### config.mk
export PLATFORM = sky130hd
export DESIGN_NAME = atriusb_event_readout_mc
export DESIGN_NICKNAME = d
export VERILOG_FILES = /design/src/rtl/atriusb_readout_pkg.sv /design/src/rtl/atriusb_rr_arbiter.sv /design/src/rtl/atriusb_event_readout_mc.sv
export SDC_FILE = /design/constraint.sdc
export NUM_CORES = 1
export LEC_CHECK = 0
export BUFFER_PORTS_ARGS = -buffer_cell sky130_fd_sc_hd__clkbuf_2
export CAP_MARGIN = 20
export CORE_AREA = 2 2 121 88
export DETAILED_ROUTE_END_ITERATION = 12
export DIE_AREA = 0 0 123 90
export PLACE_DENSITY = 0.79
export SYNTH_ARGS = -nofsm -noshare
export SYNTH_HDL_FRONTEND = slang
export SYNTH_HIERARCHICAL = 1
export SYNTH_SLANG_ARGS = --single-unit
### constraint.sdc
create_clock -name phy_clk_i -period 4.3 [get_ports phy_clk_i]
set_input_delay 0.215 -clock phy_clk_i [delete_from_list [all_inputs] [get_ports phy_clk_i]]
set_output_delay 0.215 -clock phy_clk_i [all_outputs]
set_load 0.005 [all_outputs]
### src/rtl/atriusb_readout_pkg.sv
// Shared types and helpers for the multi-channel event readout.
package atriusb_readout_pkg;

    typedef enum logic [2:0] {
        StIdle,
        StHdr,
        StWaitData,
        StReq,
        StXfer
    } state_e;

    localparam int unsigned HDR_BYTES = 4;

    function automatic logic [16:0] min17(input logic [16:0] a, input logic [16:0] b);
        return (a < b) ? a : b;
    endfunction

endpackage

### src/rtl/atriusb_rr_arbiter.sv
// Combinational round-robin pick: first requesting channel at or after start.
module atriusb_rr_arbiter #(
    parameter int unsigned NUM_CH = 2
) (
    input  logic [NUM_CH-1:0] req,
    input  logic [2:0]        start,
    output logic [NUM_CH-1:0] gnt,
    output logic [2:0]        idx,
    output logic              any
);

    logic [7:0]  req8;
    logic [7:0]  gnt8;
    logic [31:0] c;

    always_comb begin
        req8 = 8'(req);
        gnt8 = '0;
        idx  = '0;
        any  = 1'b0;
        c    = '0;
        for (int unsigned i = 0; i < NUM_CH; i++) begin
            c = (32'(start) + i) % NUM_CH;
            if (!any && req8[c[2:0]]) begin
                any           = 1'b1;
                gnt8[c[2:0]]  = 1'b1;
                idx           = c[2:0];
            end
        end
        gnt = gnt8[NUM_CH-1:0];
    end

endmodule

### src/rtl/atriusb_event_readout_mc.sv
// Drains framed events from NUM_CH FWFT FIFOs into bridge packets of at most MAX_PKT_BYTES.
// Optional frame/byte counters are enabled with READOUT_STATS_EN.
module atriusb_event_readout_mc
    import atriusb_readout_pkg::*;
#(
    parameter int unsigned NUM_CH        = 2,
    parameter int unsigned MAX_PKT_BYTES = 512,
    parameter int unsigned CNT_W         = 17
) (
    input  logic                    phy_clk_i,
    input  logic                    rst_i,
    input  logic [8*NUM_CH-1:0]     fifo_dat_i,
    input  logic [CNT_W*NUM_CH-1:0] fifo_count_i,
    output logic [NUM_CH-1:0]       fifo_rd_o,
    output logic [7:0]              bridge_dat_o,
    output logic                    bridge_valid_o,
    output logic                    bridge_request_o,
    input  logic                    bridge_grant_i,
    output logic                    bridge_end_o,
    output logic [2:0]              active_ch_o,
`ifdef READOUT_STATS_EN
    output logic [31:0]             frames_o,
    output logic [31:0]             bytes_o,
`endif
    output logic                    busy_o
);

    localparam int unsigned PW = $clog2(MAX_PKT_BYTES) + 1;

    state_e          state_q, state_d;
    logic [2:0]      active_q, active_d, ptr_q, ptr_d;
    logic            started_q, started_d, hdr_pending_q, hdr_pending_d;
    logic [3:0][7:0] hdr_q, hdr_d;
    logic [1:0]      hdr_idx_q, hdr_idx_d;
    logic [16:0]     remaining_q, remaining_d, rem_after, need, room;
    logic [PW-1:0]   pkt_cnt_q, pkt_cnt_d;
    logic            is_hdr;
    logic [7:0]      rd8;

    logic [CNT_W-1:0] cnt_arr [8];
    logic [7:0]       dat_arr [8];
    logic [NUM_CH-1:0] avail, arb_gnt;
    logic [2:0]       arb_idx, arb_start;
    logic             arb_any;

    for (genvar c = 0; c < 8; c++) begin : g_unpack
        if (c < NUM_CH) begin : g_ch
            assign cnt_arr[c] = fifo_count_i[CNT_W*c +: CNT_W];
            assign dat_arr[c] = fifo_dat_i[8*c +: 8];
            assign avail[c]   = 32'(cnt_arr[c]) >= HDR_BYTES;
        end else begin : g_pad
            assign cnt_arr[c] = '0;
            assign dat_arr[c] = '0;
        end
    end

    // Until the first frame completes, scanning starts at channel 0.
    assign arb_start = !started_q ? 3'd0 :
                       (ptr_q == 3'(NUM_CH - 1)) ? 3'd0 : ptr_q + 3'd1;

    atriusb_rr_arbiter #(
        .NUM_CH(NUM_CH)
    ) u_arb (
        .req  (avail),
        .start(arb_start),
        .gnt  (arb_gnt),
        .idx  (arb_idx),
        .any  (arb_any)
    );

    assign room = hdr_pending_q ? 17'(MAX_PKT_BYTES - HDR_BYTES) : 17'(MAX_PKT_BYTES);
    assign need = min17(remaining_q, room);

    always_comb begin
        state_d          = state_q;
        active_d         = active_q;
        ptr_d            = ptr_q;
        started_d        = started_q;
        hdr_d            = hdr_q;
        hdr_idx_d        = hdr_idx_q;
        remaining_d      = remaining_q;
        hdr_pending_d    = hdr_pending_q;
        pkt_cnt_d        = pkt_cnt_q;
        rd8              = '0;
        bridge_dat_o     = '0;
        bridge_valid_o   = 1'b0;
        bridge_request_o = 1'b0;
        bridge_end_o     = 1'b0;
        is_hdr           = 1'b0;
        rem_after        = remaining_q;
        unique case (state_q)
            StIdle: begin
                if (arb_any) begin
                    active_d  = arb_idx;
                    hdr_idx_d = '0;
                    state_d   = StHdr;
                end
            end
            StHdr: begin
                rd8[active_q]        = 1'b1;
                hdr_d[hdr_idx_q]     = dat_arr[active_q];
                hdr_idx_d            = hdr_idx_q + 2'd1;
                if (hdr_idx_q == 2'd3) begin
                    remaining_d   = {hdr_q[2], dat_arr[active_q], 1'b0};
                    hdr_pending_d = 1'b1;
                    state_d       = StWaitData;
                end
            end
            StWaitData: begin
                pkt_cnt_d = '0;
                if (32'(cnt_arr[active_q]) >= 32'(need)) begin
                    state_d = StReq;
                end
            end
            StReq: begin
                bridge_request_o = 1'b1;
                if (bridge_grant_i) begin
                    state_d = StXfer;
                end
            end
            StXfer: begin
                bridge_request_o = 1'b1;
                bridge_valid_o   = 1'b1;
                pkt_cnt_d        = pkt_cnt_q + 1'b1;
                is_hdr           = hdr_pending_q && (pkt_cnt_q < PW'(HDR_BYTES));
                if (is_hdr) begin
                    bridge_dat_o = hdr_q[pkt_cnt_q[1:0]];
                end else begin
                    bridge_dat_o  = dat_arr[active_q];
                    rd8[active_q] = 1'b1;
                    rem_after     = remaining_q - 17'd1;
                    remaining_d   = rem_after;
                end
                // A header byte can only close the packet when it is the last header byte.
                if ((pkt_cnt_q == PW'(MAX_PKT_BYTES - 1)) ||
                    ((rem_after == '0) && (!is_hdr || pkt_cnt_q == PW'(HDR_BYTES - 1)))) begin
                    hdr_pending_d = 1'b0;
                    if (rem_after != '0) begin
                        state_d = StWaitData;
                    end else begin
                        bridge_end_o = 1'b1;
                        ptr_d        = active_q;
                        started_d    = 1'b1;
                        state_d      = StIdle;
                    end
                end
            end
            default: state_d = StIdle;
        endcase
        fifo_rd_o = rd8[NUM_CH-1:0];
    end

    always_ff @(posedge phy_clk_i or posedge rst_i) begin
        if (rst_i) begin
            state_q       <= StIdle;
            active_q      <= '0;
            ptr_q         <= '0;
            started_q     <= 1'b0;
            hdr_q         <= '0;
            hdr_idx_q     <= '0;
            remaining_q   <= '0;
            hdr_pending_q <= 1'b0;
            pkt_cnt_q     <= '0;
        end else begin
            state_q       <= state_d;
            active_q      <= active_d;
            ptr_q         <= ptr_d;
            started_q     <= started_d;
            hdr_q         <= hdr_d;
            hdr_idx_q     <= hdr_idx_d;
            remaining_q   <= remaining_d;
            hdr_pending_q <= hdr_pending_d;
            pkt_cnt_q     <= pkt_cnt_d;
        end
    end

    assign active_ch_o = active_q;
    assign busy_o      = (state_q != StIdle);

`ifdef READOUT_STATS_EN
    logic [31:0] frames_q, bytes_q;

    always_ff @(posedge phy_clk_i or posedge rst_i) begin
        if (rst_i) begin
            frames_q <= '0;
            bytes_q  <= '0;
        end else begin
            if (bridge_end_o) frames_q <= frames_q + 32'd1;
            if (bridge_valid_o) bytes_q <= bytes_q + 32'd1;
        end
    end

    assign frames_o = frames_q;
    assign bytes_o  = bytes_q;
`endif

    rd_not_empty: assert property (@(posedge phy_clk_i) disable iff (rst_i)
        (|fifo_rd_o) |-> (cnt_arr[active_q] != '0));

    arb_onehot: assert property (@(posedge phy_clk_i) disable iff (rst_i) $onehot0(arb_gnt));

endmodule

======== Word level (Yosys, flattened, before mapping) ========
Cells that the tools add are included.
Widths: inputs -> output; s select.
word-level totals
  output and inout bits ................... 17
  bits of input ports ..................... 53
  latch bits .............................. 0
  logic and storage cells ................. 119
  flip-flop bits (word level) ............. 72
  memories kept ........................... 0
  bits in read-only memories .............. 0
  bits in writable memories ............... 0
operators by class
  reductions and logical operators ........ 23
  div/mod/pow operators ................... 0
  bitwise gates (word level) .............. 2
  shifts and indexed selects .............. 0
  order comparisons ....................... 13
  equal/unequal tests ..................... 13
  add/subtract/negate cells ............... 5
  multiplexer cells ....................... 51
  multiply operators ...................... 0
operators by type and width
  operator               count
  $mux 17                6
  $bmux 17 s3            1
  $mux 8                 6
  $ge 17x3->1 const B    2
  $pmux 17 s2            1
  $bwmux 32              1
  $bmux 8 s3             1
  $pmux 10 s2            1
  $mux 3                 6
  $ge 17x17->1           1
  $logic_not 17->1       1
  $lt 17x10->1           1
  $mux 1                 17
  $reduce_bool 17->1     1
  $sub 17x1->17 const B  1
  $bmux 8 s2             1
  $demux 8 s2            1
  $pmux 3 s5             1
  $add 10x1->10 const B  1
  $eq 10x2->1 const B    1
  $eq 10x9->1 const B    1
  $lt 10x3->1 const B    1
  $mux 10                1
  $ne 2x2->1 const B     5
  28 further kinds       47

======== Logic depth before layout (Yosys ltp) ========
Gate-level depths: netlist of the first run.
  depth after elaboration ................. 11
  gate-level depth with buffers ........... 19
  depth with buffers taken out ............ 18

======== Modules after synthesis ========
Netlist of the first run, hierarchy kept.
modules (own cells, without submodules)
  module                    cells each  instances  sequential area each (um^2)  area an instance (um^2)
  atriusb_event_readout_mc  548         1          1801.7                       4907.2
  atriusb_rr_arbiter        8           1          0.0                          51.3

======== Least setup slack after synthesis of the first run ========
OpenSTA, ideal clock, no wires.
  kind .................................... flip-flop to flip-flop
  from .................................... reg hdr_pending_q
  to ...................................... reg state_q[0]
  cell stages (with the launch flop) ...... 20
  setup slack ............................. 716 ps
  clock period less this slack ............ 3584 ps
  library setup time ...................... 128 ps
  data required time ...................... 4172 ps
  path buffers ............................ 1
  arrival ................................. 3456 ps
  cells stage by stage .................... dfrtp_1 -> clkbuf_1 -> inv_1 -> ha_1 -> a21o_1 -> a21oi_1 -> nor2b_1 -> o21ai_0 -> a21oi_1 -> nor2_2 -> mux2i_1 -> ha_1 -> a21o_1 -> a21o_1 -> a21oi_1 -> nor2_1 -> o21ai_0 -> a41o_1 -> o21a_1 -> nor2_1
on the way
  word-level cells in the longest chain between the ends .. 8
  elaborated cells on any way between the ends .. 15
  classes of those cells .................. order compare (2); eq/ne (2); mux (4); reduce/logical (7)
RTL lines
  element                                               RTL line                         text
  from (decl)                                           atriusb_event_readout_mc.sv:32   logic started_q, started_d, hdr_pending_q, hdr_pending_d;
  from (signal assigned)                                atriusb_event_readout_mc.sv:172  hdr_pending_q <= hdr_pending_d;
  branches (longest 7 deep; another with $lt 17x10->1)  n/a
  $reduce_and 5->1 (no source line) (*)                 n/a
  to (signal assigned)                                  atriusb_event_readout_mc.sv:155  state_q <= StIdle;
  to (signal assigned)                                  atriusb_event_readout_mc.sv:165  state_q <= state_d;
  to (decl)                                             atriusb_event_readout_mc.sv:30   state_e state_q, state_d;
Mark *: on every way between the ends. The select of a mux whose other input is x is not followed.
A chain may end at the register's enable or synchronous reset.

======== Worst setup path in the final report of the first run ========
  from .................................... reg hdr_pending_q
  to ...................................... reg state_q[1]
on the way
  word-level cells in the longest chain between the ends .. 8
  elaborated cells on any way between the ends .. 19
  classes of those cells .................. order compare (2); eq/ne (2); mux (7); reduce/logical (8)
RTL lines
  element
  branches (longest 8 deep; another with $lt 17x10->1)
Several ways; the timed one is not identified. The select of a mux whose other input is x is not followed.

==> out/metrics.csv, run 1 <==
stage,metric,value,unit
sta,Fin. Hold Viols,0,
finish,fraction of layout cells with a size suffix above 1,19.8,%
place,post-DP HPWL,9800,um
sta,Slew @ Worst Pin,903,ps
power,Sw Share,45.8,%
run_status,run status,finished clean,
floorplan,Die Y,90,um
floorplan,Core Area,0.0100,mm2
route,via/cell ratio,6.35,
clock_network,deepest clock path buffer count,2,
finish,"commonest non-fill, non-tap cell in the layout",dfrtp_1,
sta,Max Fclk,254,MHz
hold_path,Hold Crit Class,input pin to asynchronous set/reset pin,
critical_path,Crit Path Class,flip-flop to flip-flop,
global_routing,total track usage,26.5,%
finish,area grow syn2layout,14.6,%
sta,post-route setup slack,357,ps
route,DR pass1 iterations,6,
sta,RSZ-0062 raised after global routing,no,
sta,Tmin final,3940,ps
route,Routed Wire Length,13700,um
floorplan,io pins,70,
power,leakage,2.51,nW
route,DR WL/cell,18.6,um
finish,antenna cells,0,
clock_network,Post-CTS Hold Buffers,0,
sta,setup tns final,0,ps
global_routing,pin count of the biggest net entering global routing,71,
floorplan,Cell Rows,31,
floorplan,starting density of the core,48.3,%
yosys,Synth Area per Inst,8.88,um2
place,gpl congestion,0.914,
floorplan,die area,0.0111,mm2
power,sequential share of power,30.9,%
sta,period utilization,91.7,%
yosys,"Cell Area, Synth",0.00483,mm2
clock_network,CTS root buf,clkbuf_16,
critical_path,R2R Path Start,hdr_pending_q$_DFFE_PP0P_,
global_routing,first-pass GRT wire length,23200,um
critical_path,Startpoint Class,flip-flop,
run,max-cap viol count,0,
place,DP Area,0.00528,mm2
global_routing,initial antenna violation count,0,
clock_network,clk sinks,70,
route,drt first-iter violations,375,
floorplan,die width,123,um
finish,Final Core Density,55.4,%
yosys,Synth Warn #,6,
clock_network,CTS tree,yes,
route,routed vias,4689,
sta,Final Setup Violations,0,
critical_path,"Req. time, crit path",4500,ps
sta,Slew headroom,39.8,%
yosys,synthesized instance count,544,
finish,Layout Nets,685,
place,total placed cells including tap cells,723,
route,Post-DRT Antenna Nets,0,
power,Max VDD drop,0.000282,V
route,DRC Markers,0,
power,clock share of power,16.0,%
power,Psw,1.87,mW
global_routing,vias in the first global route,4653,
critical_path,Worst Path Max Fanout,12,
critical_path,critical path arrival,4140,ps
place,port bufs,69,
clock_network,cts bufs inserted,9,
finish,final instance area,0.00554,mm2
sta,Final Max Tran Viols,0,
clock_network,H-tree depth,3,
critical_path,critical path capture point type,flip-flop,
sta,final setup skew,6.58,ps
critical_path,worst setup path startpoint,hdr_pending_q$_DFFE_PP0P_,
power,Comb power frac,53.1,%
power,P_int,2.22,mW
power,Power Dens Cells,739,mW/mm2
global_routing,Overflow after GRT,0,
place,post-place setup slack,295,ps
clock_network,clk slew on worst S/H paths,60,ps
finish,most frequent cells in the layout,"70 x dfrtp_1, 69 x clkbuf_2, 62 x nor2_1",
clock_network,later-pin clock latency in the skew report,330,ps
finish,Layout Cells excl Fill,738,
## state kept, by name, summed over array words and instances, names as in the netlist
name and cells:
active_ch_o 3, hdr_idx_q 2, hdr_pending_q 1, hdr_q 32, pkt_cnt_q 10, ptr_q 1, remaining_q 17, started_q 1
state_q 3
## critical path: stages (launching register included)
cell	delay, ps
dfrtp_1	560
inv_1	250
ha_1	360
a21o_1	170
a21oi_1	130
nor2b_1	50
o21ai_0	140
a21oi_1	120
nor2_4	310
mux2i_1	130
ha_1	330
nand2_1	60
o21ai_0	150
a31oi_1	120
o31ai_1	280
o21ai_0	120
a41o_1	270
a21oi_1	160
o31ai_1	90
## per-stage QoR
stage | hold WS, ps | power (mW)
finish | 138 | 4.09
global route | 224 | 4.42
CTS | 166 | 4.05
detailed placement | 447 | 3.37
global placement | 456 | 3.23
floorplan | 431 | 2.80
## path summary, 6_finish.rpt
path | end | slack, ps | cells past startpoint
setup reg to reg | state_q[1]$_DFFE_PP0P_ | 360 | 18
hold reg to reg | started_q$_DFFE_PP0P_ | 460 | 1
setup / recovery | state_q[1]$_DFFE_PP0P_ | 360 | 18
min in group phy_clk_i | hdr_q[5]$_DFFE_PP0P_ | 310 | 3
hold / removal | hdr_q[3]$_DFFE_PP0P_ | 140 | 3
max in group asynchronous | remaining_q[1]$_DFFE_PP0P_ | 3570 | 3
## cell type report
| cell class | instances | area, um2 |
|---|---|---|
| fill | 903 | 4470 |
| multi-input combinational | 432 | 2920 |
| sequential | 70 | 1750 |
| timing repair buffer | 76 | 398 |
| clock buffer | 10 | 229 |
| tap | 132 | 165 |
| inverter | 13 | 48.8 |
| clock inverter | 5 | 27.5 |
## per-layer routing
layer | routed length (um) | track usage (%) | up-vias | part of all wire [%]
li1 | - | - | 2146 | -
met1 | 5930 | 36.7 | 2297 | 43
met2 | 6510 | 41.6 | 213 | 47
met3 | 1010 | 5.65 | 33 | 7.3
met4 | 267 | 8.33 | 0 | 1.9
met5 | 0 | 0 | - | 0
## power groups by stage
stage | Combinational, mW | Clock [mW] | Sequential (mW)
3_3_place_gp | 2.00 | 0 | 1.23
3_5_place_dp | 2.12 | 0 | 1.25
6_report | 2.17 | 0.654 | 1.27
4_1_cts | 2.14 | 0.660 | 1.25
2_1_floorplan | 1.72 | 0 | 1.08
5_1_grt | 2.42 | 0.695 | 1.30
## repair_timing
item / 4_1_cts / 5_1_grt
setup buffers: 0 / 0
resized for setup: 0 / 1
hold endpoints to repair: 0 / 0
endpoints found under the setup margin: 0 / 3
Power figures use the tool's default switching activity.
==> run 2: changes to the inputs <==
--- a/config.mk
+++ b/config.mk
@@ -5,12 +5,12 @@
 export SDC_FILE = /design/constraint.sdc
 export NUM_CORES = 1
 export LEC_CHECK = 0
-export BUFFER_PORTS_ARGS = -buffer_cell sky130_fd_sc_hd__clkbuf_2
 export CAP_MARGIN = 20
 export CORE_AREA = 2 2 121 88
 export DETAILED_ROUTE_END_ITERATION = 12
 export DIE_AREA = 0 0 123 90
-export PLACE_DENSITY = 0.79
+export DONT_BUFFER_PORTS = 1
+export PLACE_DENSITY = 0.73
 export SYNTH_ARGS = -nofsm -noshare
 export SYNTH_HDL_FRONTEND = slang
 export SYNTH_HIERARCHICAL = 1
==> run 2 against run 1 <==
Clock skew fell by 0.56 ps. Largest power group unchanged. Sequential power barely moved. Register-to-register slack about the same. Cell area decreased by 4.7%. Count of clock-buffer cells in the layout rose by 4. Routed wire length fell by 4.8%. Hold slack better by 93 ps. Fmax hardly changed. Sequential cell count unchanged. Clock power increased by 20%.
==> out/metrics.csv, run 2 (synthesis gave the netlist of run 1 again) <==
stage,metric,value,unit,change
finish,"commonest non-fill, non-tap cell in the layout",dfrtp_1,,
route,Post-DRT Antenna Nets,0,,unchanged
finish,top flop regs,"hdr_q: 32 flops, remaining_q: 17 flops, pkt_cnt_q: 10 flops",,
route,drt first-iter violations,529,,+41%
place,post-DP HPWL,9560,um,-2.4%
critical_path,critical path capture point type,flip-flop,,
critical_path,R2R Path Start,hdr_pending_q$_DFFE_PP0P_,,
route,routed vias,4303,,-8.2%
sta,Slew headroom,50.2,%,+10 points
clock_network,clk sinks,70,,unchanged
critical_path,Worst Path Max Fanout,12,,unchanged
floorplan,die area,0.0111,mm2,unchanged
sta,Slew @ Worst Pin,744,ps,-159 ps
power,Power Dens Cells,780,mW/mm2,+5.6%
sta,Final Setup Violations,0,,unchanged
global_routing,pin count of the biggest net entering global routing,53,,-25%
global_routing,total track usage,24.7,%,-1.8 points
sta,Final Max Tran Viols,0,,unchanged
clock_network,clk slew on worst S/H paths,50,ps,about the same
sta,Fin. Hold Viols,0,,unchanged
sta,RSZ-0062 raised after global routing,no,,
global_routing,initial antenna violation count,0,,unchanged
finish,antenna cells,0,,unchanged
sta,setup tns final,0,ps,unchanged
hold_path,hold path startpoint,bridge_grant_i,,
route,Routed Wire Length,13000,um,-4.8%
floorplan,io pins,70,,unchanged
critical_path,Startpoint Class,flip-flop,,
hold_path,Hold Crit Class,input pin to flip-flop,,
clock_network,CTS root buf,clkbuf_16,,
clock_network,number of setup buffers added after CTS,0,,unchanged
sta,final setup skew,6.02,ps,-0.559 ps
global_routing,vias in the first global route,4090,,-12%
finish,most frequent cells in the layout,"70 x dfrtp_1, 62 x nor2_1, 44 x nand2_1",,
finish,max reg flops,32,,unchanged
finish,area grow syn2layout,9.19,%,
finish,Top reg by flops,hdr_q,,
global_routing,first-pass GRT wire length,21300,um,-8.0%
clock_network,later-pin clock latency in the skew report,330,ps,about the same
power,Max VDD drop,0.000384,V,+36%
place,port bufs,0,,-100%
floorplan,Cell Rows,31,,unchanged
critical_path,"Req. time, crit path",4500,ps,about the same
power,leakage,2.25,nW,-10%
clock_network,deepest clock path buffer count,2,,unchanged
sta,Max Fclk,254,MHz,about the same
route,via/cell ratio,6.40,,+0.78%
run,max-cap viol count,0,,unchanged
place,gpl congestion,0.905,,-0.96%
finish,final-layout fill cell count,940,,+4.1%
sta,Tmin final,3940,ps,+1.30 ps
finish,Layout Nets,618,,-9.8%
floorplan,starting density of the core,48.3,%,unchanged
clock_network,H-tree depth,3,,unchanged
floorplan,Core Area,0.0100,mm2,unchanged
place,post-place setup slack,259,ps,-35.6 ps
critical_path,Crit Path Class,flip-flop to flip-flop,,
route,DRC Markers,0,,unchanged
route,DR pass1 iterations,6,,unchanged
sta,post-route setup slack,355,ps,-1.30 ps
route,DR WL/cell,19.4,um,+4.5%
floorplan,Die Y,90,um,unchanged
finish,fraction of layout cells with a size suffix above 1,9.81,%,-10 points
clock_network,cts bufs inserted,9,,unchanged
floorplan,die width,123,um,unchanged
critical_path,critical path arrival,4140,ps,about the same
clock_network,CTS tree,yes,,
global_routing,Overflow after GRT,0,,unchanged
sta,period utilization,91.7,%,about the same
run_status,run status,finished clean,,
critical_path,worst setup path startpoint,hdr_pending_q$_DFFE_PP0P_,,
finish,Final Core Density,52.7,%,-2.6 points
-- run 2: per-stage QoR --
step                power [mW]  instances  area [um2]  hold slack, ps
finish                    4.11        672        5280             230
global route              4.44        672        5280             254
CTS                       4.09        672        5270             217
detailed placement        3.29        655        4940             116
global placement          3.20        655        4940             104
floorplan                 2.80        551        4860             431
-- run 2: worst max-delay path, stage by stage, from the launching register on --
cell,delay (ps)
dfrtp_1,550
inv_1,240
ha_1,350
a21o_1,170
a21oi_1,170
nor2b_1,70
o21ai_0,140
a21oi_1,130
nor2_4,310
mux2i_1,140
ha_1,330
nand2_1,50
o21ai_0,160
a31oi_1,120
o31ai_1,250
o21ai_0,110
a41o_1,280
a21oi_1,160
o31ai_1,90
-- run 2: metal layers --
layer / vias to the layer above / track usage, % / wire length (um)
met3: 23 / 5.39 / 1160
li1: 2002 / - / -
met5: - / 0 / 0
met2: 189 / 36.8 / 5890
met1: 2089 / 36.2 / 5740
met4: 0 / 6.82 / 256
-- run 2: final cells by class --
type	instances	area (um2)	area share (%)
multi-input combinational	432	2920	55.3
sequential	70	1750	33.2
clock buffer	14	284	5.38
tap	132	165	3.13
timing repair buffer	9	70.1	1.33
inverter	13	48.8	0.925
clock inverter	2	37.5	0.711
-- run 2: power by group --
group          internal, mW  switching, mW  leakage (nW)  total [mW]
Combinational         0.877           1.21          1.20        2.08
Clock                 0.512          0.273         0.155       0.785
Sequential            0.918          0.329         0.899        1.25
-- run 2: repair_timing --
item | 4_1_cts | 5_1_grt
resized for setup | 0 | 1
hold endpoints to repair | 18 | 0
hold buffers | 1 | 0
setup endpoints to repair | 0 | 3
-- run 2: path summary, 6_finish.rpt --
path / cells after the start / slack (ps) / end
setup / recovery: 18 / 360 / state_q[1]$_DFFE_PP0P_
hold / removal: 4 / 230 / state_q[0]$_DFFE_PP0P_
setup reg to reg: 18 / 360 / state_q[1]$_DFFE_PP0P_
hold reg to reg: 1 / 470 / started_q$_DFFE_PP0P_
max in group asynchronous: 3 / 2950 / hdr_q[8]$_DFFE_PP0P_
min in group asynchronous: 2 / 330 / pkt_cnt_q[7]$_DFFE_PP0P_
==> run 3: changes to the inputs <==
--- a/config.mk
+++ b/config.mk
@@ -6,11 +6,13 @@
 export NUM_CORES = 1
 export LEC_CHECK = 0
 export CAP_MARGIN = 20
-export CORE_AREA = 2 2 121 88
+export CELL_PAD_IN_SITES_DETAIL_PLACEMENT = 1
+export CELL_PAD_IN_SITES_GLOBAL_PLACEMENT = 2
+export CORE_AREA = 2 2 138 100
 export DETAILED_ROUTE_END_ITERATION = 12
-export DIE_AREA = 0 0 123 90
+export DIE_AREA = 0 0 140 102
 export DONT_BUFFER_PORTS = 1
-export PLACE_DENSITY = 0.73
+export PLACE_DENSITY = 0.86
 export SYNTH_ARGS = -nofsm -noshare
 export SYNTH_HDL_FRONTEND = slang
 export SYNTH_HIERARCHICAL = 1
==> run 3 against run 2 <==
Largest power group unchanged. Sequential cell count unchanged. Cell area up 0.21%. Non-clock buffer count up 1. Critical endpoint unchanged. Critical path depth unchanged. Via count up 1.6%. Largest cell class unchanged. First-iteration DRC count down 35%.
==> out/metrics.csv, run 3 (synthesis gave the netlist of run 1 again) <==
stage,metric,value,unit,change
critical_path,Worst Path Max Fanout,10,,-2
global_routing,initial antenna violation count,0,,unchanged
power,leakage,2.24,nW,-0.40%
global_routing,Overflow after GRT,0,,unchanged
global_routing,total track usage,21.6,%,-3.1 points
power,"Power, Total",4.19,mW,+1.7%
critical_path,critical path arrival,4010,ps,-130 ps
critical_path,Crit Path Class,flip-flop to flip-flop,,
critical_path,worst path buffer plus inverter count,1,,unchanged
place,gpl congestion,0.889,,-1.7%
clock_network,clk sinks,70,,unchanged
floorplan,die width,140,um,+14%
power,Sw Share,45.9,%,+1.9 points
finish,antenna cells,0,,unchanged
route,DR pass1 iterations,5,,-1
floorplan,Cell Rows,35,,+13%
sta,Max Fclk,262,MHz,+3.4%
route,Routed Wire Length,15000,um,+15%
power,sequential share of power,30.2,%,about the same
sta,Final Max Tran Viols,0,,unchanged
sta,Final Setup Violations,0,,unchanged
finish,Reg area,0.00175,mm2,unchanged
critical_path,critical path's top delay family,compound AO/OA/AOI/OAI gates,,
clock_network,deepest clock path buffer count,2,,unchanged
finish,multi-input logic area,0.00291,mm2,-0.17%
floorplan,die area,0.0143,mm2,+29%
finish,Top reg by flops,hdr_q,,
floorplan,Core Area,0.0129,mm2,+29%
critical_path,CP Cell Sequence,inv_1 > ha_1 > a21o_1 > a21oi_1 > nor2b_1 > o21ai_0 > a21oi_1 > nor2_2 > mux2i_1 > ha_1 > nand2_1 > o21ai_0 > a31oi_1 > o31ai_1 > o21ai_0 > a41o_1 > a21oi_1 > o31ai_1,,
global_routing,vias in the first global route,4366,,+6.7%
finish,final-layout fill cell count,1454,,+55%
global_routing,first-pass GRT wire length,23900,um,+12%
power,P_int,2.27,mW,-1.8%
sta,Slew headroom,37.6,%,-13 points
route,routed vias,4371,,+1.6%
clock_network,clk slew on worst S/H paths,60,ps,about the same
clock_network,later-pin clock latency in the skew report,340,ps,about the same
route,DRC Markers,0,,unchanged
power,clock share of power,17.8,%,-1.3 points
critical_path,critical path capture point type,flip-flop,,
floorplan,Die Y,102,um,+13%
floorplan,io pins,70,,unchanged
finish,Layout Nets,619,,+0.16%
place,port bufs,0,,unchanged
clock_network,Post-CTS Hold Buffers,0,,-1
finish,max reg flops,32,,unchanged
clock_network,CTS root buf,clkbuf_16,,
power,Comb power frac,52.0,%,+1.4 points
route,Post-DRT Antenna Nets,0,,unchanged
finish,Layout Cells excl Fill,706,,+5.1%
route,DR WL/cell,21.3,um,+9.7%
place,post-DP HPWL,10800,um,+13%
critical_path,"Req. time, crit path",4500,ps,about the same
critical_path,Critical Path Slowest Stage Cell,nor2_2,,
sta,Slew @ Worst Pin,936,ps,+192 ps
route,drt first-iter violations,343,,-35%
power,Psw,1.92,mW,+6.2%
clock_network,cts bufs inserted,9,,unchanged
floorplan,starting density of the core,37.4,%,-11 points
critical_path,Startpoint Class,flip-flop,,
clock_network,number of setup buffers added after CTS,0,,unchanged
finish,area grow syn2layout,9.43,%,
place,total placed cells including tap cells,691,,+5.5%
critical_path,CP peak stage delay,450,ps,-100 ps
clock_network,cts repair resizes,0,,unchanged
power,Max VDD drop,0.000292,V,-24%
finish,final instance area,0.00529,mm2,+0.21%
sta,RSZ-0062 raised after global routing,no,,
clock_network,H-tree depth,3,,unchanged
finish,most frequent cells in the layout,"70 x dfrtp_1, 62 x nor2_1, 44 x nand2_1",,
sta,final setup skew,6.62,ps,+0.602 ps
power,Power Dens Cells,792,mW/mm2,+1.5%
route,via/cell ratio,6.19,,-3.3%
place,DP Area,0.00500,mm2,+1.2%
finish,"commonest non-fill, non-tap cell in the layout",dfrtp_1,,
sta,Tmin final,3810,ps,-131 ps
sta,Fin. Hold Viols,0,,unchanged
sta,setup tns final,0,ps,unchanged
global_routing,pin count of the biggest net entering global routing,71,,+34%
hold_path,Hold Crit Class,input pin to asynchronous set/reset pin,,
run_status,run status,finished clean,,
finish,fraction of layout cells with a size suffix above 1,10.0,%,+0.19 points
finish,top flop regs,"hdr_q: 32 flops, remaining_q: 17 flops, pkt_cnt_q: 10 flops",,
run,max-cap viol count,0,,unchanged
sta,period utilization,88.7,%,-3.0 points
clock_network,CTS tree,yes,,
-- run 3: power groups by stage --
stage	Combinational, mW	Clock [mW]	Sequential, mW
floorplan	1.72	0	1.08
global placement	2.04	0	1.24
detailed placement	2.14	0	1.26
CTS	2.17	0.761	1.25
global route	2.43	0.784	1.30
finish	2.18	0.745	1.26
-- run 3: cell type report --
type,count,area share [%]
multi-input cells,432,55.1
clock inverters,4,0.899
repair buffers,10,1.42
flip-flops and latches,70,33.1
clock buffers,11,4.59
inverters,13,0.923
well taps,166,3.93
-- run 3: final timing paths --
| check | cells after the start | to | slack [ps] | startpoint |
|---|---|---|---|---|
| worst max-delay path | 18 | state_q[1]$_DFFE_PP0P_ | 490 | hdr_pending_q$_DFFE_PP0P_ |
| worst max register to register | 18 | state_q[1]$_DFFE_PP0P_ | 490 | hdr_pending_q$_DFFE_PP0P_ |
| worst min-delay path | 2 | hdr_q[15]$_DFFE_PP0P_ | 30 | rst_i |
| worst min register to register | 1 | started_q$_DFFE_PP0P_ | 470 | started_q$_DFFE_PP0P_ |
| max in group asynchronous | 2 | hdr_q[29]$_DFFE_PP0P_ | 3640 | rst_i |
| min in group phy_clk_i | 4 | state_q[0]$_DFFE_PP0P_ | 220 | bridge_grant_i |
-- run 3: metrics by stage --
stage	utilization [%]	hold WS, ps	setup WS (ps)
floorplan	-	431	716
global placement	38.7	434	653
detailed placement	38.7	444	543
CTS	40.9	83.6	503
global route	40.9	131	195
finish	40.9	26.8	486
-- run 3: metal layers --
layer  share of wire (%)  up-vias  track usage (%)
li1                    -     2008                -
met1                  47     2241             29.5
met2                  46      103             34.8
met3                 5.0       19             5.34
met4                 1.3        0             5.44
met5                   0        -                0
